`config.mk`:
```
export PLATFORM = sky130hd
export DESIGN_NAME = instr_encode_loader_flat
export DESIGN_NICKNAME = d
export VERILOG_FILES = /design/src/rtl/isa_pkg.sv /design/src/rtl/instr_encode_loader_if.sv /design/src/rtl/instr_field_encoder.sv /design/src/rtl/instr_encode_loader.sv /design/src/flat_wrapper.sv
export SDC_FILE = /design/constraint.sdc
export NUM_CORES = 1
export LEC_CHECK = 0
export ABC_CLOCK_PERIOD_IN_PS = 1870
export CORE_ASPECT_RATIO = 1.4
export CORE_MARGIN = 2
export CORE_UTILIZATION = 30
export CTS_CLUSTER_DIAMETER = 120
export DETAILED_ROUTE_END_ITERATION = 6
export GPL_TIMING_DRIVEN = 0
export PLACE_DENSITY_LB_ADDON = 0.3
export REMOVE_ABC_BUFFERS = 1
export SLEW_MARGIN = 20
export SYNTH_ARGS = -nofsm -noshare
export SYNTH_HDL_FRONTEND = slang
export SYNTH_HIERARCHICAL = 1
export SYNTH_SLANG_ARGS = --single-unit
```
`constraint.sdc`:
```
create_clock -name clk -period 1.87 [get_ports clk]
set_clock_uncertainty 0.1 [all_clocks]
set_input_delay 0.4675 -clock clk [delete_from_list [all_inputs] [get_ports clk]]
set_output_delay 0.4675 -clock clk [all_outputs]
set_load 0.05 [all_outputs]
```
`src/rtl/isa_pkg.sv`:
```
// isa_pkg: opcode/funct constants, mnemonic codes and field widths shared with the control decoder
package isa_pkg;
  localparam int OP_W = 6;
  localparam int REG_W = 5;
  localparam int MNEM_W = 5;
  localparam int IMM_W = 16;
  localparam int TGT_W = 26;
  localparam logic [5:0] OP_RTYPE = 6'h00;
  localparam logic [5:0] OP_J     = 6'h02;
  localparam logic [5:0] OP_JAL   = 6'h03;
  localparam logic [5:0] OP_BEQ   = 6'h04;
  localparam logic [5:0] OP_BNE   = 6'h05;
  localparam logic [5:0] OP_ADDI  = 6'h08;
  localparam logic [5:0] OP_SLTI  = 6'h0a;
  localparam logic [5:0] OP_ANDI  = 6'h0c;
  localparam logic [5:0] OP_ORI   = 6'h0d;
  localparam logic [5:0] OP_XORI  = 6'h0e;
  localparam logic [5:0] OP_LW    = 6'h23;
  localparam logic [5:0] OP_SW    = 6'h2b;
  localparam logic [5:0] FN_SLL   = 6'h00;
  localparam logic [5:0] FN_SRL   = 6'h02;
  localparam logic [5:0] FN_JR    = 6'h08;
  localparam logic [5:0] FN_ADD   = 6'h20;
  localparam logic [5:0] FN_SUB   = 6'h22;
  localparam logic [5:0] FN_AND   = 6'h24;
  localparam logic [5:0] FN_OR    = 6'h25;
  localparam logic [5:0] FN_XOR   = 6'h26;
  localparam logic [5:0] FN_NOR   = 6'h27;
  localparam logic [5:0] FN_SLT   = 6'h2a;
  localparam logic [5:0] FN_SGT   = 6'h2c;
  typedef enum logic [MNEM_W-1:0] {
    M_ADD, M_SUB, M_AND, M_OR, M_NOR, M_XOR, M_SLT, M_SGT, M_SLL, M_SRL, M_JR,
    M_ADDI, M_ANDI, M_ORI, M_XORI, M_SLTI, M_LW, M_SW, M_BEQ, M_BNE, M_J, M_JAL
  } mnem_e;
  typedef enum logic [2:0] {FMT_R, FMT_SH, FMT_JR, FMT_I, FMT_J} fmt_e;
  typedef enum logic [1:0] {S_IDLE, S_LOAD, S_DRAIN, S_DONE} state_e;
endpackage

```
`src/rtl/instr_encode_loader_if.sv`:
```
// instr_encode_loader_if: valid/ready stream carrying symbolic instruction fields
interface instr_encode_loader_if;
  import isa_pkg::*;
  logic in_valid, in_ready, in_last;
  logic [MNEM_W-1:0] in_mnem;
  logic [REG_W-1:0] in_rd, in_rs, in_rt;
  logic [TGT_W-1:0] in_imm;
  modport master(output in_valid, in_last, in_mnem, in_rd, in_rs, in_rt, in_imm, input in_ready);
  modport slave(input in_valid, in_last, in_mnem, in_rd, in_rs, in_rt, in_imm, output in_ready);
endinterface

```
`src/rtl/instr_field_encoder.sv`:
```
// instr_field_encoder: maps a mnemonic and its fields to a 32-bit MIPS word plus a legality flag
module instr_field_encoder
  import isa_pkg::*;
(
  input  logic [MNEM_W-1:0] mnem,
  input  logic [REG_W-1:0]  rd,
  input  logic [REG_W-1:0]  rs,
  input  logic [REG_W-1:0]  rt,
  input  logic [TGT_W-1:0]  imm,
  output logic [31:0]       word,
  output logic              legal
);
  fmt_e fmt;
  logic [5:0] code;
  // pick the instruction format and its opcode or funct; unknown codes are illegal
  always_comb begin
    fmt = FMT_R;
    code = '0;
    legal = 1'b1;
    case (mnem)
      M_ADD:  code = FN_ADD;
      M_SUB:  code = FN_SUB;
      M_AND:  code = FN_AND;
      M_OR:   code = FN_OR;
      M_NOR:  code = FN_NOR;
      M_XOR:  code = FN_XOR;
      M_SLT:  code = FN_SLT;
      M_SGT:  code = FN_SGT;
      M_SLL:  begin fmt = FMT_SH; code = FN_SLL; end
      M_SRL:  begin fmt = FMT_SH; code = FN_SRL; end
      M_JR:   begin fmt = FMT_JR; code = FN_JR; end
      M_ADDI: begin fmt = FMT_I; code = OP_ADDI; end
      M_ANDI: begin fmt = FMT_I; code = OP_ANDI; end
      M_ORI:  begin fmt = FMT_I; code = OP_ORI; end
      M_XORI: begin fmt = FMT_I; code = OP_XORI; end
      M_SLTI: begin fmt = FMT_I; code = OP_SLTI; end
      M_LW:   begin fmt = FMT_I; code = OP_LW; end
      M_SW:   begin fmt = FMT_I; code = OP_SW; end
      M_BEQ:  begin fmt = FMT_I; code = OP_BEQ; end
      M_BNE:  begin fmt = FMT_I; code = OP_BNE; end
      M_J:    begin fmt = FMT_J; code = OP_J; end
      M_JAL:  begin fmt = FMT_J; code = OP_JAL; end
      default: legal = 1'b0;
    endcase
  end
  // assemble the word for the selected format
  always_comb begin
    word = !legal         ? '0 :
           fmt == FMT_R   ? {OP_RTYPE, rs, rt, rd, 5'd0, code} :
           fmt == FMT_SH  ? {OP_RTYPE, 5'd0, rt, rd, imm[4:0], code} :
           fmt == FMT_JR  ? {OP_RTYPE, rs, 15'd0, code} :
           fmt == FMT_I   ? {code, rs, rt, imm[IMM_W-1:0]} :
                            {code, imm};
  end
endmodule

```
`src/rtl/instr_encode_loader.sv`:
```
// instr_encode_loader: encodes a stream of symbolic instructions and writes them sequentially into instruction memory
module instr_encode_loader
  import isa_pkg::*;
#(
  parameter logic [31:0] BASE_ADDR = 32'h0000_0000,
  parameter int DEPTH = 256,
  parameter int ADDR_W = 32,
  localparam int CW = $clog2(DEPTH + 1)
) (
  input  logic                  clk,
  input  logic                  rst,
  input  logic                  start,
  instr_encode_loader_if.slave  bus,
  output logic                  imem_we,
  output logic [ADDR_W-1:0]     imem_addr,
  output logic [31:0]           imem_wdata,
  output logic [CW-1:0]         count,
  output logic                  busy,
  output logic                  done,
  output logic                  full,
  output logic                  err
);
  state_e state_q, state_d;
  logic [CW-1:0] count_q, count_d, acc_q, acc_d;
  logic we_q, we_d, err_q, err_d, full_q, full_d;
  logic [31:0] word_q, word_d, enc_word;
  logic enc_legal, xfer, discard;

  instr_field_encoder u_enc (
    .mnem(bus.in_mnem), .rd(bus.in_rd), .rs(bus.in_rs), .rt(bus.in_rt), .imm(bus.in_imm),
    .word(enc_word), .legal(enc_legal)
  );

  assign bus.in_ready = state_q == S_LOAD && acc_q < CW'(DEPTH);
  assign xfer = bus.in_valid && bus.in_ready;
  // once DEPTH legal words are in, only a last-marked beat is consumed, and it is dropped
  assign discard = state_q == S_LOAD && bus.in_valid && bus.in_last && acc_q == CW'(DEPTH);

  // session sequencing, accept bookkeeping and the one-deep write pipeline
  always_comb begin
    state_d = state_q;
    count_d = count_q + CW'(we_q);
    acc_d = acc_q;
    err_d = err_q;
    full_d = full_q || (we_q && state_q == S_LOAD && count_q + CW'(1) == CW'(DEPTH));
    we_d = 1'b0;
    word_d = word_q;
    case (state_q)
      S_IDLE: if (start) begin
        state_d = S_LOAD;
        count_d = '0;
        acc_d = '0;
        err_d = 1'b0;
        full_d = 1'b0;
      end
      S_LOAD: if (xfer) begin
        we_d = enc_legal;
        word_d = enc_word;
        acc_d = acc_q + CW'(enc_legal);
        err_d = err_q || !enc_legal;
        state_d = bus.in_last ? S_DRAIN : S_LOAD;
      end else if (discard) state_d = S_DONE;
      S_DRAIN: state_d = S_DONE;
      default: state_d = S_IDLE;
    endcase
  end

  // state and pipeline registers; reset drops any pending write
  always_ff @(posedge clk or posedge rst) begin
    if (rst) begin
      state_q <= S_IDLE;
      count_q <= '0;
      acc_q <= '0;
      we_q <= 1'b0;
      word_q <= '0;
      err_q <= 1'b0;
      full_q <= 1'b0;
    end else begin
      state_q <= state_d;
      count_q <= count_d;
      acc_q <= acc_d;
      we_q <= we_d;
      word_q <= word_d;
      err_q <= err_d;
      full_q <= full_d;
    end
  end

  assign imem_we = we_q;
  assign imem_addr = we_q ? ADDR_W'(BASE_ADDR + (32'(count_q) << 2)) : '0;
  assign imem_wdata = we_q ? word_q : '0;
  assign count = count_q;
  assign busy = state_q == S_LOAD || state_q == S_DRAIN;
  assign done = state_q == S_DONE;
  assign full = full_q;
  assign err = err_q;
endmodule

```
`src/flat_wrapper.sv`:
```
// flat-port wrapper written by rule: the top's interface ports become plain ports
module instr_encode_loader_flat import isa_pkg::*;
#(
  parameter logic [31:0] BASE_ADDR = 32'h0000_0000,
  parameter int DEPTH = 256,
  parameter int ADDR_W = 32,
  localparam int CW = $clog2(DEPTH + 1)
)
  (clk, rst, start, imem_we, imem_addr, imem_wdata, count, busy, done, full, err, bus_in_valid, bus_in_last, bus_in_mnem, bus_in_rd, bus_in_rs, bus_in_rt, bus_in_imm, bus_in_ready);
  instr_encode_loader_if bus_i ();
  input  logic clk;
  input  logic rst;
  input  logic start;
  output logic imem_we;
  output logic [ADDR_W-1:0] imem_addr;
  output logic [31:0] imem_wdata;
  output logic [CW-1:0] count;
  output logic busy;
  output logic done;
  output logic full;
  output logic err;
  input wire logic [$bits(bus_i.in_valid)-1:0] bus_in_valid;
  input wire logic [$bits(bus_i.in_last)-1:0] bus_in_last;
  input wire logic [$bits(bus_i.in_mnem)-1:0] bus_in_mnem;
  input wire logic [$bits(bus_i.in_rd)-1:0] bus_in_rd;
  input wire logic [$bits(bus_i.in_rs)-1:0] bus_in_rs;
  input wire logic [$bits(bus_i.in_rt)-1:0] bus_in_rt;
  input wire logic [$bits(bus_i.in_imm)-1:0] bus_in_imm;
  output wire logic [$bits(bus_i.in_ready)-1:0] bus_in_ready;
  assign bus_i.in_valid = bus_in_valid;
  assign bus_i.in_last = bus_in_last;
  assign bus_i.in_mnem = bus_in_mnem;
  assign bus_i.in_rd = bus_in_rd;
  assign bus_i.in_rs = bus_in_rs;
  assign bus_i.in_rt = bus_in_rt;
  assign bus_i.in_imm = bus_in_imm;
  assign bus_in_ready = bus_i.in_ready;
  instr_encode_loader #(.BASE_ADDR(BASE_ADDR), .DEPTH(DEPTH), .ADDR_W(ADDR_W)) u_core (.clk(clk), .rst(rst), .start(start), .bus(bus_i), .imem_we(imem_we), .imem_addr(imem_addr), .imem_wdata(imem_wdata), .count(count), .busy(busy), .done(done), .full(full), .err(err));
endmodule
```
**Word-level counts from Yosys, hierarchy flattened**

Cells that the tools add are included.

- Register bits after elaboration: 55
- Input port bits: 51
- Logic and storage cells: 94

- Add/subtract/negate cells: 3
- Magnitude comparators: 1
- Equal/unequal tests: 32
- Muxes and demuxes: 27
- Reduce and logical (&&, ||, !) cells: 24

Operators with widths:

| kind | number |
|---|---|
| 32-bit two-way mux | 5 |
| 6-bit case mux with 19 select lines | 1 |
| 5-bit by 4-bit equality test with 1-bit output, second input constant | 8 |
| 9-bit two-way mux | 4 |
| 5-bit equality test, second input constant | 6 |
| 26-bit two-way mux | 1 |
| 22-bit OR reduction | 1 |
| 5-bit by 3-bit equality test with 1-bit output, second input constant | 4 |
| 9-bit by 1-bit adder with 9-bit output | 2 |
| 9-bit equality test, second input constant | 2 |
| 9-bit case mux with 2 select lines | 1 |
| 3-bit case mux with 4 select lines | 1 |
| 11-bit two-way mux | 1 |
| 5-bit by 2-bit equality test with 1-bit output, second input constant | 2 |
| 9-bit by 1-bit adder with 9-bit output, second input constant | 1 |
| 9-bit < comparator, second input constant | 1 |
| 9-bit OR reduction | 1 |
| 2-bit two-way mux | 4 |
| 2-bit OR reduction | 4 |
| 1-bit logical AND | 7 |
| 1-bit two-way mux | 7 |
| 3-bit by 2-bit equality test with 1-bit output, second input constant | 2 |
| 2-bit case mux with 3 select lines | 1 |
| 5-bit by 1-bit equality test with 1-bit output, second input constant | 1 |
| other kinds (15) | 19 |

**Longest topological paths before layout**

Gate-level depths: netlist of the first run.

- Word-level depth: 9
- Gate-level depth with buffers: 11

**By module**

Netlist of the first run, hierarchy kept.

By module, submodules not included:

| module | instances | cells an instance | area each (um^2) |
|---|---|---|---|
| instr_encode_loader | 1 | 266 | 2,902.8 |
| instr_field_encoder | 1 | 136 | 825.8 |

**Least setup slack after synthesis of the first run**

OpenSTA, ideal clock, no wires.

- Path kind: input to register
- From: input port bus_in_mnem[1]
- To: register u_core.acc_q[8]
- Arrival: 2,333 ps
- Data required time: 1,639 ps
- Slack: -695 ps
- Cell stages on the path: 11
- Buffers on the path: 2
- Cell sequence: buf_2 a21oi_2 nor2_1 buf_2 inv_1 ha_1 ha_1 and3_1 and3_2 a41oi_1 a21oi_1

- Longest elaborated chain between the ends: 6

Ends and longest elaborated chain:

| what | line | source |
|---|---|---|
| start: declaration | flat_wrapper.sv:24 | `input wire logic [$bits(bus_i.in_mnem)-1:0] bus_in_mnem;` |
| 5-bit equality test, or another cell as far along | instr_field_encoder.sv:20 | `case (mnem)` |
| 22-bit OR reduction (no source line) (*) | -- |  |
| 1-bit two-way mux (*) | instr_field_encoder.sv:20 |  |
| net u_core.enc_legal | instr_encode_loader.sv:27 | `logic enc_legal, xfer, discard;` |
| 9-bit by 1-bit adder with 9-bit output (*) | instr_encode_loader.sv:59 | `acc_d = acc_q + CW'(enc_legal);` |
| 9-bit two-way mux (*) | instr_encode_loader.sv:56 | `S_LOAD: if (xfer) begin` |
| 9-bit case mux with 2 select lines (*) | instr_encode_loader.sv:48 | `case (state_q)` |
| end signal: assignment | instr_encode_loader.sv:73 | `acc_q <= '0;` |
| end signal: assignment | instr_encode_loader.sv:81 | `acc_q <= acc_d;` |
| end: declaration | instr_encode_loader.sv:24 | `logic [CW-1:0] count_q, count_d, acc_q, acc_d;` |

The timed path passes the listed nets; every way through them passes the cells marked *. The select of a mux whose other input is x is not followed.
A chain may end at the register's enable or synchronous reset.

**Final worst setup path of the first run**

- From: register u_core.we_q, in the netlist u_core/imem_we
- To: output port imem_wdata[13]

- Longest elaborated chain between the ends: 1

Ends and longest elaborated chain:

| what | line | source |
|---|---|---|
| start: declaration | instr_encode_loader.sv:25 | `logic we_q, we_d, err_q, err_d, full_q, full_d;` |
| start signal: assignment | instr_encode_loader.sv:82 | `we_q <= we_d;` |
| 32-bit two-way mux | instr_encode_loader.sv:91 | `assign imem_wdata = we_q ? word_q : '0;` |
| end: declaration | flat_wrapper.sv:16 | `output logic [31:0] imem_wdata;` |

Every way passes these cells.

==> results of run 1 <==
sequential cells by signal, summed over array words and instances, names as in the netlist:
name / count
u_core/word_q: 32
u_core/acc_q: 9
u_core/count: 9
u_core/state_q: 2
u_core/err: 1
u_core/full: 1
u_core/imem_we: 1
power breakdown:
group	switching [mW]	total, mW	leakage [nW]	internal (mW)
combinational	1.79	3.36	1.71	1.57
sequential	0.260	1.85	0.719	1.59
clock	0.437	0.931	0.0658	0.495
total	2.49	6.14	2.49	3.65
what timing repair did:
item	4_1_cts	5_1_grt
pin swaps	6	13
buffers inserted	21	3
endpoints found under the setup margin	109	96
gates resized for setup	437	47
gates cloned	3	2
final timing paths:
path                                          end  slack (ns)            start  cells after the start
worst max-delay path               imem_wdata[13]       -0.14   u_core/imem_we                      4
worst min-delay path                  u_core/full        0.41      u_core/full                      1
worst max register to register  u_core/state_q[0]        0.03  u_core/acc_q[5]                      4
worst min register to register        u_core/full        0.41      u_core/full                      1
max in group asynchronous          u_core/imem_we        0.62              rst                      2
min in group asynchronous         u_core/acc_q[8]        0.53              rst                      2
layout make-up:
cell class	instances	area, um^2	share of cell area
tap	150	188	0.0330
timing repair buffer	133	1560	0.275
clock inverter	3	20.0	0.00353
clock buffer	5	125	0.0220
sequential	55	1380	0.243
inverter	10	47.5	0.00837
multi-input combinational	309	2360	0.415
stage by stage:
step                hold WS [ns]  TNS [ns]  cell area, um^2  power [mW]  cells
floorplan                  0.360    -66.38             3500        3.55    373
global placement           0.381   -173.80             4750        4.27    629
detailed placement         0.386    -96.77             4770        4.33    630
CTS                        0.402     -4.56             5500        5.96    662
global route               0.419     -4.42             5680        6.48    665
finish                     0.408     -3.15             5680        6.14    665
cell families after synthesis:
group                    synth area share
XOR/XNOR                           0.0117
buffers and inverters              0.0930
AO/OA/AOI/OAI                       0.146
multiplexers                        0.125
AND/OR/NAND/NOR                     0.221
flip-flops                          0.369
adder cells (fa/ha/maj)            0.0322
other                             0.00201
worst max-delay path, stage by stage, from the launching register on:
cell,delay (ns)
dfrtp_4,0.56
buf_6,0.16
buf_8,0.14
and2_4,0.14
buf_8,0.14
metal layers:
layer / global-route usage / routed length (um) / up-vias
li1: - / - / 1588
met1: 0.194 / 4530 / 1635
met2: 0.296 / 6070 / 104
met3: 0.0237 / 488 / 20
met4: 0.0594 / 299 / 0
met5: 0 / 0 / -
cell usage in the layout, fill, tap and decap left out, types with 5 or more instances in the layout:
cell type	synthesis	routed
a21oi_1	22	21
a31oi_1	5	5
and2_1	47	7
and2_4	0	40
buf_12	0	7
buf_4	24	10
buf_6	2	28
buf_8	0	24
clkbuf_16	0	6
clkdlybuf4s50_1	0	44
conb_1	2	24
dfrtp_1	55	53
dlygate4sd2_1	0	5
inv_1	10	5
mux2_2	32	32
mux2i_1	9	8
nand2_1	23	22
nand2b_1	9	9
nand3_1	21	21
nor2_1	13	11
nor3_1	8	8
o211ai_1	7	7
o21ai_0	13	13
o221ai_1	5	5
==> impl_metrics.csv, run 1 <==
group,metric,value,unit
critical_path,worstPathArrival,1.45,ns
critical_path,path_class,"reg -> out",
pwr,p_leak,2.49,nW
yosys,synth_ff_type,"dfrtp_1",
yosys,synth_area_per_cell,9.28,um^2
routing,routed_wl,11.4,mm
finish,antenna_cells,0,
critical_path,worstSetupStartpointType,"flip-flop",
outcome,violations,"setup timing",
floorplanning,start_util,0.304,
floorplanning,die-width,98.2,um
yosys,synth.most_common_cell,"dfrtp_1",
critical_path,endpoint_kind,"output port",
clocking,cts_max_level,2,
outcome,outcome,"complete, but fails checks",
sta,setup_violations,41,
yosys,seq_area_frac_synth,0.369,
critical_path,cp_data_required_time,1.30,ns
routing,first_pass_iters,4,
finish,final_nets,573,
grt,grt_pass1_vias,3326,
sta,period_minus_slack,2.01,ns
yosys,ys_ff_latch,55,
clocking,holdBufCountCts,0,
finish,utilization,0.464,
floorplanning,die-area,13300,um^2
routing,via_per_inst,5.03,
run,drv_cap,0,
yosys,synth_top_area_cell,"dfrtp_1",
place,hpwl,7.15,mm
clocking,cts_root_buffer,"clkbuf_16",
yosys,synth.distinct_cells,59,
sta,fmax,0.497,GHz
floorplanning,std_cell_rows,48,
grt,antenna_found_initial,0,
grt,overflow,0,
sta,slew_headroom,0.539,
finish,drive_above_1_share,0.379,
sta,worst_pin_slew,0.691,ns
clocking,clk_pin_slew,0.07,ns
clocking,numCtsBuffers,5,
finish,fillers,1180,
routing,ant_nets,0,
clocking,cts.sinks,55,
place,io_buffers,106,
routing,route.vias.total,3347,
floorplanning,die_y,136,um
sta,finalHoldViolCount,0,
sta,rsz0062_at_grt,"true",
floorplanning,pin_count,130,
yosys,yosys_warnings,6,
floorplanning,fp.coreArea,12300,um^2
routing,drcViolationCount,0,
critical_path,cp_max_fo,6,
routing,avgRoutedWirePerCell,17.1,um
clocking,clkLatencyLatePin,0.29,ns
clocking,cts_max_path_buffers,2,
yosys,yosys.area.top_type_share,0.369,
yosys,synth_common_cells,"55 x dfrtp_1, 47 x and2_1, 32 x mux2_2",
yosys,synth-edff-count,0,
min_path,hold_path.class,"reg -> reg",
sta,fin_ws,-0.143,ns
yosys,yosys-top-cells-area,"dfrtp_1 37%, mux2_2 9.7%, and2_1 7.9%",
finish,layout-area-overhead-vs-synth,52.3,%
grt,grt_pass1_wl,17.3,mm
pwr,power.density,1080,nW/um^2
place,pre_cts_slack,-2.24,ns
grt,grt_usage,0.163,
routing,drtIter0Drc,143,
place,place_congestion,0.798,
yosys,syn_inst,402,
pwr,vdd.ir_drop.worst,1030,uV
clocking,cts_tree,"built",
sta,period_share,1.08,
yosys,syn-cell-area,3730,um^2
yosys,ys_async_sr_fraction,1.00,
sta,slew_violations,0,
grt,grt_max_degree,56,
(Power assumes the default switching activity.)
==> run 2: changes to the inputs <==
--- a/config.mk
+++ b/config.mk
@@ -14,7 +14,6 @@
 export GPL_TIMING_DRIVEN = 0
 export PLACE_DENSITY_LB_ADDON = 0.3
 export REMOVE_ABC_BUFFERS = 1
-export SLEW_MARGIN = 20
 export SYNTH_ARGS = -nofsm -noshare
 export SYNTH_HDL_FRONTEND = slang
 export SYNTH_HIERARCHICAL = 1
==> run 2 against run 1 <==
Against the previous run:
- the flow still finishes with violations (setup timing)
- via count up 2.1%
- combinational power increased by 5%
- maximum frequency grew 0.88%
- flip-flop and latch count stayed put
==> impl_metrics.csv, run 2 (same netlist as run 1, synthesis figures left out) <==
group,metric,value,unit
pwr,power.share.sequential,0.292,
sta,rsz0062_at_grt,"true",
floorplanning,start_util,0.304,
place,hpwl,7.24,mm
clocking,clk_pin_slew,0.07,ns
clocking,cts_max_path_buffers,2,
pwr,p_comb_frac,0.559,
clocking,cts_root_buffer,"clkbuf_16",
sta,slew_headroom,0.633,
place,pre_cts_slack,-2.69,ns
sta,fin_ws,-0.125,ns
critical_path,path_class,"reg -> out",
critical_path,reg2regPathDepth,4,
pwr,power.density,1090,nW/um^2
routing,routed_wl,11.7,mm
critical_path,reg2reg_to,"u_core/state_q[0]",
grt,grt_usage,0.161,
min_path,hold_path.class,"in -> async",
finish,final_nets,582,
grt,antenna_found_initial,0,
critical_path,cp_max_fo,5,
finish,utilization,0.470,
run,drv_cap,0,
pwr,power_frac_clock,0.149,
floorplanning,std_cell_rows,48,
finish,fillers,1202,
floorplanning,fp.coreArea,12300,um^2
sta,period_share,1.07,
floorplanning,die-width,98.2,um
clocking,clkLatencyLatePin,0.30,ns
finish,antenna_cells,0,
finish,final_common_cell,"dfrtp_1",
sta,fmax,0.501,GHz
outcome,violations,"setup timing",
sta,setup_violations,39,
routing,via_per_inst,5.07,
grt,grt_pass1_wl,17.2,mm
grt,grt_max_degree,41,
pwr,power.total,6.29,mW
place,place_congestion,0.798,
clocking,numCtsBuffers,5,
critical_path,worstSetupStartpointType,"flip-flop",
critical_path,worstPathArrival,1.43,ns
routing,avgRoutedWirePerCell,17.4,um
critical_path,ff2ff_setup_slack,-0.07,ns
finish,regMostFlops,"u_core/word_q",
routing,drtIter0Drc,137,
grt,grt_pass1_vias,3337,
pwr,p_int,3.75,mW
floorplanning,pin_count,130,
routing,route.vias.total,3417,
outcome,outcome,"complete, but fails checks",
pwr,netSwitchingFraction,0.404,
pwr,p_leak,2.53,nW
finish,largest_register_ffs,32,
routing,ant_nets,0,
critical_path,endpoint_kind,"output port",
routing,first_pass_iters,4,
finish,mostFrequentLayoutCells,"51 x dfrtp_1, 44 x clkdlybuf4s50_1, 35 x and2_4",
pwr,p_sw,2.54,mW
clocking,cts_tree,"built",
place,io_buffers,106,
sta,fin_setup_tns,-3.51,ns
grt,overflow,0,
floorplanning,die_y,136,um
pwr,vdd.ir_drop.worst,1210,uV
clocking,cts_max_level,2,
sta,holdWs,0.381,ns
floorplanning,die-area,13300,um^2
finish,layout-area-overhead-vs-synth,54.6,%
critical_path,cp_data_required_time,1.30,ns
sta,slew_violations,0,
sta,period_minus_slack,2.00,ns
finish,drive_above_1_share,0.385,
sta,finalHoldViolCount,0,
sta,worst_pin_slew,0.550,ns
critical_path,r2r-start,"u_core/acc_q[5]",
clocking,cts.sinks,55,
routing,drcViolationCount,0,
-- run 2: cell types whose count changed in the layout (fill, tap and decap cells not counted), sizes merged --
cell	before	now
clkbuf	10	9
a21o	3	4
buf	75	82
clkdlybuf4s15	4	6
-- run 2: area by class of cell --
cell class | count | area (um^2) | share of cell area
repair buffers | 141 | 1640 | 0.285
inverters | 10 | 45.0 | 0.00782
clock inverters | 3 | 20.0 | 0.00347
multi-input cells | 310 | 2360 | 0.409
clock buffers | 5 | 125 | 0.0217
well taps | 150 | 188 | 0.0326
flip-flops and latches | 55 | 1380 | 0.240
-- run 2: metal layers --
metal | global-route usage | wire length (um) | vias up
li1 | - | - | 1614
met1 | 0.189 | 4620 | 1677
met2 | 0.291 | 6210 | 101
met3 | 0.0247 | 481 | 25
met4 | 0.0715 | 386 | 0
met5 | 0 | 0 | -
-- run 2: timing repair --
item / 4_1_cts / 5_1_grt
buffers inserted: 17 / 11
setup endpoints to repair: 109 / 93
pin swaps: 6 / 15
gates resized for setup: 431 / 51
hold buffers: 0 / 0
cloned: 3 / 4
-- run 2: through the flow --
step,instances,cell area [um^2]
3_3_place_gp,629,4750
5_1_grt,674,5760
6_report,674,5760
3_5_place_dp,631,4780
2_1_floorplan,373,3500
4_1_cts,659,5470
-- run 2: worst max-delay path, stage by stage, from the launching register on --
cell	delay (ns)
dfrtp_4	0.53
buf_12	0.16
clkbuf_16	0.15
and2_4	0.15
buf_8	0.14
-- run 2: how the worst max path moves through the flow --
stage	start	end	slack, ns	cells past startpoint
2_1_floorplan	u_core/state_q[1]	u_core/word_q[0]	-1.44	6
3_3_place_gp	bus_in_mnem[4]	u_core/acc_q[8]	-2.61	10
3_5_place_dp	bus_in_mnem[4]	u_core/acc_q[8]	-2.69	10
4_1_cts	u_core/imem_we	imem_wdata[0]	-0.18	3
5_1_grt	u_core/imem_we	imem_wdata[25]	-0.16	4
6_report	u_core/imem_we	imem_wdata[11]	-0.13	4
-- run 2: power groups by stage --
| stage | Combinational [mW] | Clock, mW | Sequential (mW) |
|---|---|---|---|
| final | 3.52 | 0.936 | 1.84 |
| after detailed placement | 2.47 | 0 | 1.86 |
| after global routing | 3.74 | 1.02 | 1.90 |
| after floorplan | 1.67 | 0 | 1.89 |
| after CTS | 3.10 | 0.976 | 1.84 |
| after global placement | 2.42 | 0 | 1.84 |
==> run 3: changes to the inputs <==
--- a/config.mk
+++ b/config.mk
@@ -5,12 +5,14 @@
 export SDC_FILE = /design/constraint.sdc
 export NUM_CORES = 1
 export LEC_CHECK = 0
+export ABC_AREA = 1
 export ABC_CLOCK_PERIOD_IN_PS = 1870
 export CORE_ASPECT_RATIO = 1.4
 export CORE_MARGIN = 2
 export CORE_UTILIZATION = 30
 export CTS_CLUSTER_DIAMETER = 120
 export DETAILED_ROUTE_END_ITERATION = 6
+export DONT_BUFFER_PORTS = 1
 export GPL_TIMING_DRIVEN = 0
 export PLACE_DENSITY_LB_ADDON = 0.3
 export REMOVE_ABC_BUFFERS = 1
==> run 3 against run 2 <==
Against the previous run:
- the flow still finishes with violations (setup timing)
- design area is 11% lower
- setup slack worse by 0.025 ns
- core utilization is 7.2 points lower
- maximum frequency is 1.2% lower
- clock power hardly changed
- routed wire length is 0.91% higher
- combinational power is 29% lower
- critical path type unchanged
- highest routed layer unchanged
==> impl_metrics.csv, run 3 <==
group,metric,value,unit
outcome,outcome,"complete, but fails checks",
outcome,violations,"setup timing",
floorplanning,die_y,140,um
yosys,seq_area_frac_synth,0.345,
floorplanning,std_cell_rows,49,
grt,grt_pass1_wl,17.9,mm
finish,antenna_cells,0,
pwr,power_frac_clock,0.172,
clocking,cts_max_level,2,
critical_path,cp_data_required_time,1.30,ns
pwr,vdd.ir_drop.worst,606,uV
place,place_congestion,0.849,
min_path,hold_path.class,"in -> reg",
finish,regMostFlops,"u_core/word_q",
routing,first_pass_iters,4,
grt,grt_pass1_vias,3575,
grt,overflow,0,
yosys,ys_async_sr_fraction,1.00,
yosys,ys_ff_latch,55,
critical_path,cp_slowest_stage_delay,0.51,ns
finish,fin_cells,782,
clocking,cts_root_buffer,"clkbuf_16",
yosys,synth.most_common_cell,"nand2_1",
sta,worst_pin_slew,0.513,ns
critical_path,critPathBufInv,3,
finish,register_area,1390,um^2
pwr,netSwitchingFraction,0.442,
finish,drive_above_1_share,0.351,
place,dp.cells,736,
floorplanning,start_util,0.308,
run,drv_cap,0,
critical_path,crit_chain,"buf_6 > clkbuf_16 > nand2_2 > clkinvlp_4",
finish,multi_input_area,2460,um^2
critical_path,cp_max_fo,8,
critical_path,worstSetupStartpointType,"flip-flop",
place,hpwl,7.52,mm
yosys,synth.distinct_cells,26,
finish,final_common_cell,"nand2_1",
place,pre_cts_slack,-1.63,ns
pwr,p_leak,2.59,nW
floorplanning,pin_count,130,
sta,holdWs,0.302,ns
grt,grt_max_degree,37,
sta,fin_setup_tns,-4.45,ns
routing,avgRoutedWirePerCell,15.1,um
routing,drtIter0Drc,85,
critical_path,endpoint_kind,"output port",
finish,final_cell_area,5150,um^2
sta,period_share,1.08,
yosys,syn_inst,578,
yosys,syn-cell-area,3990,um^2
yosys,yosys-top-cells-area,"dfrtp_1 35%, nand2_1 14%, inv_1 10%",
critical_path,worstPathArrival,1.45,ns
critical_path,crit_slowest_cell,"dfrtp_4",
sta,fin_ws,-0.150,ns
clocking,cts_max_path_buffers,2,
floorplanning,die-width,101,um
critical_path,critPathTopFamily,"buffers and inverters",
sta,fmax,0.495,GHz
routing,drcViolationCount,0,
place,place_area,4050,um^2
sta,setup_violations,45,
sta,period_minus_slack,2.02,ns
clocking,numCtsBuffers,5,
pwr,power.share.sequential,0.369,
clocking,cts.sinks,55,
yosys,synth-edff-count,0,
yosys,yosys_warnings,6,
routing,via_per_inst,4.73,
routing,route.vias.total,3702,
yosys,yosys.area.top_type_share,0.345,
sta,slew_headroom,0.658,
pwr,p_comb_frac,0.460,
yosys,synth_ff_type,"dfrtp_1",
yosys,synth_common_cells,"150 x nand2_1, 107 x inv_1, 65 x nor2_1",
finish,fillers,1352,
floorplanning,die-area,14200,um^2
yosys,synth_area_per_cell,6.90,um^2
sta,finalHoldViolCount,0,
clocking,cts_tree,"built",
clocking,clk_pin_slew,0.07,ns
finish,largest_register_ffs,32,
routing,routed_wl,11.8,mm
clocking,clkLatencyLatePin,0.29,ns
pwr,p_sw,2.41,mW
grt,grt_usage,0.160,
yosys,synth_top_area_cell,"dfrtp_1",
floorplanning,fp.coreArea,12900,um^2
critical_path,ff2ff_setup_slack,-0.03,ns
finish,final_nets,662,
place,io_buffers,0,
routing,ant_nets,0,
sta,slew_violations,0,
critical_path,path_class,"reg -> out",
pwr,power.density,1060,nW/um^2
finish,mostFrequentLayoutCells,"115 x nand2_1, 62 x inv_1, 57 x nor2_1",
grt,antenna_found_initial,0,
pwr,p_int,3.04,mW
sta,rsz0062_at_grt,"true",
finish,layout-area-overhead-vs-synth,29.1,%
run 3: changes by cell type in the layout (fill, tap and decap cells not counted), sizes merged, moves of 13 or more:
cell,change
clkdlybuf4s50,-44
buf,-48
clkinvlp,+35
and2,-48
a21oi,-13
inv,+63
nor2,+54
nand2,+127
nand3,+38
run 3: metal layers:
layer | part of all wire | global-route usage
met5 | 0 | 0
met2 | 0.52 | 0.284
met3 | 0.068 | 0.0324
met4 | 0.023 | 0.0448
met1 | 0.39 | 0.191
run 3: worst register-to-register path: stages, from the launching register on:
cell     delay, ns
dfrtp_4       0.45
buf_12        0.19
ha_4          0.30
ha_4          0.18
nand2_2       0.05
inv_2         0.10
nand3_4       0.09
nor2_4        0.15
nand3_2       0.07
nand2_1       0.07
nor2_1        0.04
run 3: cell type report:
type | instances | share of cell area
clock buffer | 6 | 0.0250
clock inverter | 2 | 0.00243
inverter | 109 | 0.108
multi-input combinational | 395 | 0.478
sequential | 55 | 0.271
tap | 178 | 0.0433
timing repair buffer | 37 | 0.0722
run 3: final timing paths:
kind | from | to | cells after the start
worst max register to register | u_core/imem_we | u_core/count[8] | 10
worst min register to register | u_core/word_q[11] | u_core/word_q[11] | 1
max in group asynchronous | rst | u_core/imem_we | 3
min in group asynchronous | rst | u_core/word_q[31] | 2
worst min-delay path | bus_in_imm[4] | u_core/word_q[4] | 3
worst max-delay path | u_core/imem_we | imem_wdata[24] | 4
run 3: cells by family (layout without fill, tap and decap cells):
kind of cell / Yosys count / after routing / synth area share
multiplexers: 32 / 32 / 0.0904
flip-flops: 55 / 55 / 0.345
buffers and inverters: 153 / 154 / 0.175
XOR/XNOR: 3 / 3 / 0.00659
AND/OR/NAND/NOR: 295 / 298 / 0.315
adder cells (fa/ha/maj): 8 / 8 / 0.0251
AO/OA/AOI/OAI: 30 / 30 / 0.0411
other: 2 / 24 / 0.00188
run 3: per-stage QoR:
stage	power [mW]	util
6_report	5.46	0.398
5_1_grt	5.84	0.398
4_1_cts	5.30	0.368
3_5_place_dp	3.83	0.313
3_3_place_gp	3.75	0.310
2_1_floorplan	3.43	-
run 3: power groups by stage:
stage / logic, mW / registers, mW / clock network [mW]
2_1_floorplan: 1.55 / 1.89 / 0
4_1_cts: 2.37 / 1.94 / 0.988
3_5_place_dp: 1.88 / 1.95 / 0
6_report: 2.51 / 2.01 / 0.937
3_3_place_gp: 1.79 / 1.96 / 0
5_1_grt: 2.75 / 2.06 / 1.02
run 3: what timing repair did:
action | in CTS | in global routing
endpoints found under the hold margin | 19 | 0
pin swaps | 16 | 17
gates cloned | 2 | 3
setup endpoints to repair | 98 | 58
gates resized for setup | 94 | 78
buffers inserted | 27 | 5
hold buffers | 1 | 0
